`src/rtl/main_entry.sv`:
```
// rtl/main_entry.sv - host-facing call wrapper for function f: result = {arg0, arg1}
// One call in flight; IDLE accepts, RUN forms the result, RESP holds it until taken.
module main_entry #(
  parameter int ARG_W = 32
) (
  input  logic               clk,
  input  logic               rst,
  input  logic               f_req_valid,
  output logic               f_req_ready,
  output logic               f_req_busy,
  input  logic [ARG_W-1:0]   f_req_0,
  input  logic [ARG_W-1:0]   f_req_1,
  output logic               f_res_valid,
  input  logic               f_res_ready,
  output logic [2*ARG_W-1:0] f_res_0
);

  typedef enum logic [1:0] {
    S_IDLE = 2'd0,
    S_RUN  = 2'd1,
    S_RESP = 2'd2
  } state_t;

  state_t             r_state;
  logic [ARG_W-1:0]   r_a0;
  logic [ARG_W-1:0]   r_a1;
  logic [2*ARG_W-1:0] r_result;
  logic               r_res_valid;
  logic               r_busy;
  logic               w_idle;

  // Ready is gated by rst so it reads low for the whole time reset is held.
  assign w_idle      = (r_state == S_IDLE);
  assign f_req_ready = w_idle & rst;
  assign f_req_busy  = r_busy;
  assign f_res_valid = r_res_valid;
  assign f_res_0     = r_result;

  always_ff @(posedge clk or negedge rst) begin
    if (!rst) begin
      r_state     <= S_IDLE;
      r_a0        <= '0;
      r_a1        <= '0;
      r_result    <= '0;
      r_res_valid <= 1'b0;
      r_busy      <= 1'b0;
    end else begin
      case (r_state)
        S_IDLE: begin
          if (f_req_valid) begin
            r_a0    <= f_req_0;
            r_a1    <= f_req_1;
            r_busy  <= 1'b1;
            r_state <= S_RUN;
          end
        end
        S_RUN: begin
          r_result    <= {r_a0, r_a1};
          r_res_valid <= 1'b1;
          r_state     <= S_RESP;
        end
        S_RESP: begin
          if (f_res_ready) begin
            r_res_valid <= 1'b0;
            r_busy      <= 1'b0;
            r_state     <= S_IDLE;
          end
        end
        default: begin
          r_res_valid <= 1'b0;
          r_busy      <= 1'b0;
          r_state     <= S_IDLE;
        end
      endcase
    end
  end

endmodule

```
`config.mk`:
```
export PLATFORM = sky130hd
export DESIGN_NAME = main_entry
export DESIGN_NICKNAME = d
export VERILOG_FILES = /design/src/rtl/main_entry.sv
export SDC_FILE = /design/constraint.sdc
export NUM_CORES = 1
export LEC_CHECK = 0
export ABC_AREA = 0
export CORE_ASPECT_RATIO = 1.75
export CORE_MARGIN = 2
export CORE_UTILIZATION = 52
export CTS_CLUSTER_DIAMETER = 120
export DETAILED_ROUTE_END_ITERATION = 10
export PLACE_DENSITY = 0.87
export SLEW_MARGIN = 10
export SYNTH_ARGS = -nofsm -noshare
export SYNTH_HDL_FRONTEND = slang
export SYNTH_SLANG_ARGS = --single-unit
```
`constraint.sdc`:
```
create_clock -name clk -period 3.9 [get_ports clk]
set_clock_uncertainty 0.2 [all_clocks]
set_input_delay 1.17 -clock clk [delete_from_list [all_inputs] [get_ports clk]]
set_output_delay 1.17 -clock clk [all_outputs]
set_load 0.01 [all_outputs]
```
==> metrics.yaml <==
run_status:
  status: "completed"
routing:
  routed-via-count: 2912
  detail_route.iter0.violations: 90
  totalWireLength_um: 10700
  post_drt_wl_per_cell_um: 18.9
  detail_route.first_pass.iterations: 4
  route.detailed.drc: 0
  viasPerCell: 5.13
  drtAntennaViolNets: 0
layout:
  final_cell_mix: "clkdlybuf4s50_1 (133), dfrtp_1 (132), mux2_1 (49), mux2_4 (49), mux2_2 (30)"
  area_delta_synth_final_pct: 41.0
  final_core_util: 0.745
  layoutNonFillerInstCount: 568
  n_antenna_cell: 0
  layout.cells.most_common: "clkdlybuf4s50_1"
  layout.nets: 498
  final.fill_count: 612
  drive_above_1_share: 0.269
grt:
  via_count_of_the_first_global_routing_pass: 3264
  initial_antenna_violation_count: 0
  grt_util_all_layers: 0.212
  globalRouteOverflowTotal: 0
  pin_count_of_the_biggest_net_entering_global_routing: 68
  grt_first_pass_wirelength_um: 16900
sta:
  fin_setup_tns_ns: 0
  fmaxAchievable_mhz: 291
  finalMaxSlewViolations: 0
  finalHoldWorstSlack_ns: 0.284
  finalWorstSetupSlack_ns: 0.461
  timing.slew.headroom: 0.397
  period_share: 0.882
  unrepaired_setup_endpoints_after_global_routing: "false"
  hold_violations: 0
  timing.final.setup_violations: 0
  tightestPinTransition_ns: 0.905
  final.min_clock_period_ns: 3.44
worst_setup_path:
  setup.worst_path.start_class: "input pin"
  timing.critical_path.required_ns: 2.53
  reg_to_reg_slack_setup_ns: 1.64
  worst-r2r-cell-count: 3
  worst-setup-path-type: "in -> out"
  worstPathArrival_ns: 2.07
  path_max_fanout: 2
  crit_path_end_kind: "output port"
  timing.rr.end: "f_res_0[49]"
  worstReg2RegStart: "r_state[1]"
hold_path:
  hold-path-cell-count: 1
  min_from: "r_a0[9]"
  timing.hold.worst_endpoint: "r_a0[9]"
  worstHoldPathType: "reg -> reg"
cts:
  cts_tree: "built"
  cts_root_buf: "clkbuf_16"
  htree_levels: 4
  tritoncts_num_sinks: 132
  postCtsResizedCells: 0
  worst_skew_pair.late_latency_ns: 0.40
  buffers_inserted_during_post_cts_setup_optimization: 0
  clkTransAtPathRegs_ns: 0.05
  cts_hold_repair.buffers: 0
  numCtsBuffers: 17
  clock_tree.buffer_depth: 2
synthesis:
  yosys_warnings: 0
  syn_nets: 354
  synthCells: 286
  synth_cell_types: 15
  ys_seq_elements: 132
  ys_seq_area_frac: 0.642
  syn_area_sq_um: 5140
  postSynthAreaPerCell_sq_um: 18.0
die:
  die_boundary_height_um: 136
  std_cell_rows: 48
  ios: 135
  fp.dieW_um: 79.2
  die-area_sq_um: 10700
  core_area_sq_um: 9730
  floorplan.initialDensity: 0.528
place:
  port_buffers: 134
  detailedPlacementHpwl_um: 6910
  place_worst_setup_slack_ns: 0.468
  placedCellCount: 536
  routabilityCongestion: 0.721
power_and_ir_drop:
  ir_worst_vdd_mv: 0.591
  pwr_cell_area_nw_per_um2: 929
  static-leakage-power_nw: 3.22
job:
  drv_cap: 0
## how the worst max path moves through the flow
stage                             end  slack [ns]  start
after floorplan           f_req_ready        1.05    rst
after global placement    f_req_ready        0.45    rst
after detailed placement  f_req_ready        0.47    rst
after CTS                 f_req_ready        0.45    rst
after global routing      f_req_ready        0.40    rst
final                     f_req_ready        0.46    rst
## per-layer routing
metal	part of all wire	routed length, um	track usage
met1	0.37	4020	0.233
met2	0.55	5930	0.371
met3	0.045	482	0.0633
met4	0.028	300	0.0977
met5	0	0	0
## through the flow
step	instance area [sq um]	power, mW
after CTS	7250	6.81
after floorplan	5140	3.83
after detailed placement	6560	4.91
after global routing	7250	7.06
final	7250	6.74
after global placement	6560	4.76
## Yosys cell counts
| library cell | count | share of area |
|---|---|---|
| o21ai_0 | 2 | 0.0019 |
| mux2_4 | 49 | 0.14 |
| dfrtp_1 | 132 | 0.64 |
| buf_6 | 12 | 0.026 |
| nand2b_1 | 1 | 0.0012 |
| nor2_1 | 1 | 0.00073 |
| o21a_1 | 1 | 0.0015 |
| buf_2 | 2 | 0.0019 |
| a21oi_1 | 1 | 0.00097 |
| nand2_1 | 3 | 0.0022 |
| inv_1 | 1 | 0.00073 |
| nor3b_1 | 1 | 0.0015 |
| nor3b_2 | 1 | 0.0024 |
| mux2_1 | 49 | 0.11 |
| mux2_2 | 30 | 0.066 |
## cell families (layout without fill, tap and decap cells)
family          after synthesis  after routing  share of synthesized area
compound gates                4              4                    0.00438
buf+inv                      15            172                     0.0290
flops                       132            132                      0.642
mux                         128            128                      0.316
simple gates                  7              7                    0.00803
## cell type report
cell class,instances,area [sq um],share of cell area
flip-flops and latches,132,3300,0.456
multi-input cells,139,1700,0.235
repair buffers,139,1390,0.192
clock buffers,18,439,0.0606
clock inverters,14,256,0.0354
well taps,125,156,0.0216
inverters,1,3.75,0.000518
## worst max-delay path, stage by stage
cell	delay, ns
buf_4	0.11
nor3b_1	0.20
clkdlybuf4s50_1	0.59
## sequential cells by signal, summed over array words and instances (netlist names)
name         count
f_req_busy       1
f_res_0         64
f_res_valid      1
r_a0            32
r_a1            32
r_state          2
## power by group
group | switching, mW | total [mW] | internal [mW]
sequential | 0.412 | 2.50 | 2.09
clock | 0.573 | 1.85 | 1.28
combinational | 0.835 | 2.39 | 1.56
Note: power is estimated with default switching activity, not from simulation.
==> RTL edit 1 (same settings) <==
The parameter `ARG_W` goes from 32 to 64.
--- a/src/rtl/main_entry.sv
+++ b/src/rtl/main_entry.sv
@@ -3,3 +3,3 @@
 module main_entry #(
-  parameter int ARG_W = 32
+  parameter int ARG_W = 64
 ) (
Interface: changed (resized f_req_0, f_req_1 and f_res_0); port bits go from 135 to 263. The function was not compared with the original's and may differ.
==> RTL edit 1 against the unedited design <==
  * Cell area grew 90%
  * Sequential cell count grew 128
  * Routed wire length rose by 110%
  * First-iteration DRC count grew 140%
  * Synthesized cell count rose by 94%
  * Power is 81% higher
  * Critical path depth did not move
  * Die area increased by 92%
  * Count of clock-buffer cells in the layout up 12
  * Worst setup slack improved by 44 ps
  * Area after synthesis grew 97%
  * Critical path type unchanged
  * Combinational power up 99%
  * Non-clock buffer count rose by 131
==> RTL edit 1: results <==
export IMPL_whs_ps=279
export IMPL_ys_seq_area_share_pct=64.3
export IMPL_reg2reg_to="f_res_0[17]$_DFFE_PN0P_"
export IMPL_synth_top_cells_by_area="dfrtp_1 64%, mux2_4 15%, mux2_1 13%"
export IMPL_arrival_ps=2030
export IMPL_clk_insertion_delay_late_ps=510
export IMPL_clock_path_buffers=3
export IMPL_ir_drop_v=0.000577
export IMPL_cp_max_fo=2
export IMPL_overflow=0
export IMPL_drtPass1Iterations=4
export IMPL_min_path_cells=1
export IMPL_synth_fp_nets=688
export IMPL_comb_power_mw=4.75
export IMPL_drive_above_1_share_pct=22.3
export IMPL_fin_ws_ps=504
export IMPL_root_buffer="clkbuf_16"
export IMPL_leakagePower_nw=6.11
export IMPL_synthDistinctLibCells=16
export IMPL_numCtsBuffers=24
export IMPL_dpl_hpwl_um=15600
export IMPL_antenna_found_initial=2
export IMPL_r2r_cells=3
export IMPL_min_delay_start="r_a0[47]$_DFFE_PN0P_"
export IMPL_status="completed"
export IMPL_postCtsSetupBuffers=0
export IMPL_worstReg2RegStart="r_state[1]$_DFFE_PN0P_"
export IMPL_vias=5612
export IMPL_yosys_top_cells_count="260 x dfrtp_1, 119 x mux2_1, 99 x mux2_4"
export IMPL_swShare_pct=28.7
export IMPL_hold_path_class="reg2reg"
export IMPL_largest_reg_flops=128
export IMPL_grt_pass1_wl_um=35500
export IMPL_grt_start_max_net_pins=89
export IMPL_powerDensity_nw_per_um2=887
export IMPL_drt_iter0_drc=215
export IMPL_ff2ff_setup_slack_ps=1590
export IMPL_fillCellCount=1189
export IMPL_grtUsageTotal_pct=22.2
export IMPL_nets=956
export IMPL_grt_pass1_vias=6503
export IMPL_htree_levels=1
export IMPL_clk_pin_slew_worst_paths_ps=60
export IMPL_crit_start="rst"
export IMPL_place_gp_congestion=0.804
export IMPL_slew_headroom_pct=27.4
export IMPL_pwr_group_sequential_mw=4.91
export IMPL_portBuffers=262
export IMPL_wirelength_um=22500
export IMPL_cts_resized=0
export IMPL_pre_cts_slack_ps=515
export IMPL_ys_warn_count=0
export IMPL_hold_path_endpoint="r_a0[47]$_DFFE_PN0P_"
-- RTL edit 1: critical path, stage by stage --
cell             delay [ps]
buf_8                    80
nor3b_1                 200
clkdlybuf4s50_1         570
-- RTL edit 1: final cells by class --
| type | instances | area [µm²] | area share, % |
|---|---|---|---|
| Sequential cell | 260 | 6510 | 47.3 |
| Multi-Input combinational cell | 267 | 3330 | 24.2 |
| Timing Repair Buffer | 270 | 2740 | 19.9 |
| Clock buffer | 30 | 674 | 4.90 |
| Tap cell | 241 | 302 | 2.19 |
| Clock inverter | 11 | 190 | 1.38 |
| Antenna cell | 2 | 5.00 | 0.0364 |
| Inverter | 1 | 3.75 | 0.0273 |
-- RTL edit 1: through the flow --
step                util [%]  instances  cell area, µm²
finish                  71.9       1082           13800
global route            71.9       1082           13800
CTS                     71.9       1080           13700
detailed placement      67.4       1039           12900
global placement        67.4       1039           12900
floorplan                  -        556           10100
-- RTL edit 1: cells by family after synthesis --
logic type	Yosys count	share of synthesized area, %
DFF	260	64.3
buffers and inverters	29	2.88
muxes	256	32.2
AOI/OAI and AO/OA	4	0.223
and+or+nand+nor	7	0.408
-- RTL edit 1: worst max path at each step --
stage / to / cells after the start
finish: f_req_ready / 3
floorplan: f_req_ready / 1
detailed placement: f_req_ready / 3
global route: f_req_ready / 3
global placement: f_req_ready / 3
CTS: f_req_ready / 3
-- RTL edit 1: layer usage --
| metal | wire (µm) | global-route usage [%] | vias to the layer above |
|---|---|---|---|
| li1 | - | - | 2480 |
| met1 | 7890 | 25.3 | 2852 |
| met2 | 12100 | 38.5 | 210 |
| met3 | 1350 | 4.46 | 70 |
| met4 | 1150 | 11.2 | 0 |
| met5 | 0 | 0 | - |
==> RTL edit 2 (same settings) <==
Made on the original files. Re-encode `state_t` (3 states) as one-hot, 3 bits wide.
--- a/src/rtl/main_entry.sv
+++ b/src/rtl/main_entry.sv
@@ -17,6 +17,6 @@
 
-  typedef enum logic [1:0] {
-    S_IDLE = 2'd0,
-    S_RUN  = 2'd1,
-    S_RESP = 2'd2
+  typedef enum logic [2:0] {
+    S_IDLE = 3'b001,
+    S_RUN  = 3'b010,
+    S_RESP = 3'b100
   } state_t;
Function: no difference found for any inputs over 10 cycles, from zero or initial values and one cycle with rst low; not proved beyond that.
==> RTL edit 2 against the unedited design <==
  * Cell area down 0.67%
  * Utilization is 1.8 points lower
  * Worst setup slack better by 38 ps
  * Sequential cell count up 1
  * Routed wire length is 0.21% lower
  * Synthesized cell count grew 3.1%
  * Power fell by 7.4%
  * First-iteration DRC count grew 3.3%
  * Area after synthesis increased by 3.1%
  * Critical path depth unchanged
  * Die area is 3.0% higher
==> RTL edit 2: results <==
export IMPL_grt_pass1_vias=3342
export IMPL_dpl_hpwl_um=7170
export IMPL_diodes=0
export IMPL_synth_fp_nets=363
export IMPL_htree_levels=4
export IMPL_p_int_mw=4.51
export IMPL_clk_insertion_delay_late_ps=400
export IMPL_min_delay_start="f_res_0[14]$_DFFE_PN0P_"
export IMPL_drt_iter0_drc=93
export IMPL_synth_top_cells_by_area="dfrtp_1 62%, mux2_4 12%, mux2_1 10%"
export IMPL_wl_met3_um=508
export IMPL_drive_above_1_share_pct=26.6
export IMPL_async_flop_share_pct=100
export IMPL_grt_start_max_net_pins=77
export IMPL_postCtsHoldBufs=0
export IMPL_ir_drop_v=0.000508
export IMPL_leakagePower_nw=3.11
export IMPL_place_gp_congestion=0.791
export IMPL_synthDistinctLibCells=22
export IMPL_cp_max_fo=2
export IMPL_nets=506
export IMPL_wl_per_cell_um=18.6
export IMPL_yosys_top_cells_count="132 x dfrtp_1, 47 x mux2_1, 44 x mux2_4"
export IMPL_topRoutingLayerUsed="met4"
export IMPL_powerDensity_nw_per_um2=867
export IMPL_met2_length_um=5990
export IMPL_drtPass1Iterations=5
export IMPL_arrival_ps=2030
export IMPL_met1_length_um=3980
export IMPL_antenna_found_initial=0
export IMPL_status="completed"
export IMPL_grtUsageTotal_pct=21.1
export IMPL_cts_resized=0
export IMPL_grt_pass1_wl_um=17100
export IMPL_fillCellCount=631
export IMPL_root_buffer="clkbuf_16"
export IMPL_ys_warn_count=0
export IMPL_ys_seq_area_share_pct=62.8
export IMPL_clk_pin_slew_worst_paths_ps=50
export IMPL_clock_path_buffers=2
export IMPL_portBuffers=134
export IMPL_hold_path_class="reg2reg"
export IMPL_vias_per_cell=5.14
export IMPL_slew_headroom_pct=37.6
RTL edit 2: final cells by class:
class | instances | area share (%)
Sequential cell | 133 | 46.2
Tap cell | 125 | 2.17
Timing Repair Buffer | 139 | 19.5
Clock inverter | 9 | 1.42
Multi-Input combinational cell | 147 | 24.2
Clock buffer | 23 | 6.50
RTL edit 2: cells by family after synthesis:
family	Yosys count	synth area share, %
compound gates	6	0.732
buf+inv	15	4.49
flops	133	62.8
mux	129	30.5
simple gates	12	1.46
RTL edit 2: per-stage QoR:
stage	util, %	cells	area [µm²]	setup slack, ps	hold slack, ps
5_1_grt	72.7	576	7200	464	290
3_3_place_gp	66.9	544	6630	493	262
4_1_cts	72.7	576	7200	486	285
3_5_place_dp	66.9	544	6630	505	274
6_report	72.7	576	7200	499	280
2_1_floorplan	-	295	5300	1050	252
RTL edit 2: routing by layer:
metal | track usage [%] | up-vias
li1 | - | 1326
met1 | 23.3 | 1527
met2 | 36.9 | 91
met3 | 6.09 | 16
met4 | 9.70 | 0
met5 | 0 | -
RTL edit 2: worst max-delay path: stages:
cell and delay [ps]:
buf_4 100, nor3b_1 190, clkdlybuf4s50_1 570
RTL edit 2: worst paths after layout:
| kind | slack (ps) | end | cells after the start |
|---|---|---|---|
| worst max register to register | 1620 | f_res_0[38]$_DFFE_PN0P_ | 4 |
| worst max-delay path | 500 | f_req_ready | 3 |
| worst min register to register | 280 | f_res_0[14]$_DFFE_PN0P_ | 1 |
| worst min-delay path | 280 | f_res_0[14]$_DFFE_PN0P_ | 1 |
| max in group asynchronous | 1340 | r_a1[19]$_DFFE_PN0P_ | 3 |
| min in group asynchronous | 750 | r_a0[12]$_DFFE_PN0P_ | 2 |
RTL edit 2: power groups by stage:
stage               clock, mW  combinational (mW)  sequential [mW]
finish                   1.51                2.25             2.48
global route             1.61                2.40             2.56
CTS                      1.55                2.29             2.48
detailed placement          0                2.27             2.48
global placement            0                2.19             2.44
floorplan                   0                1.22             2.56
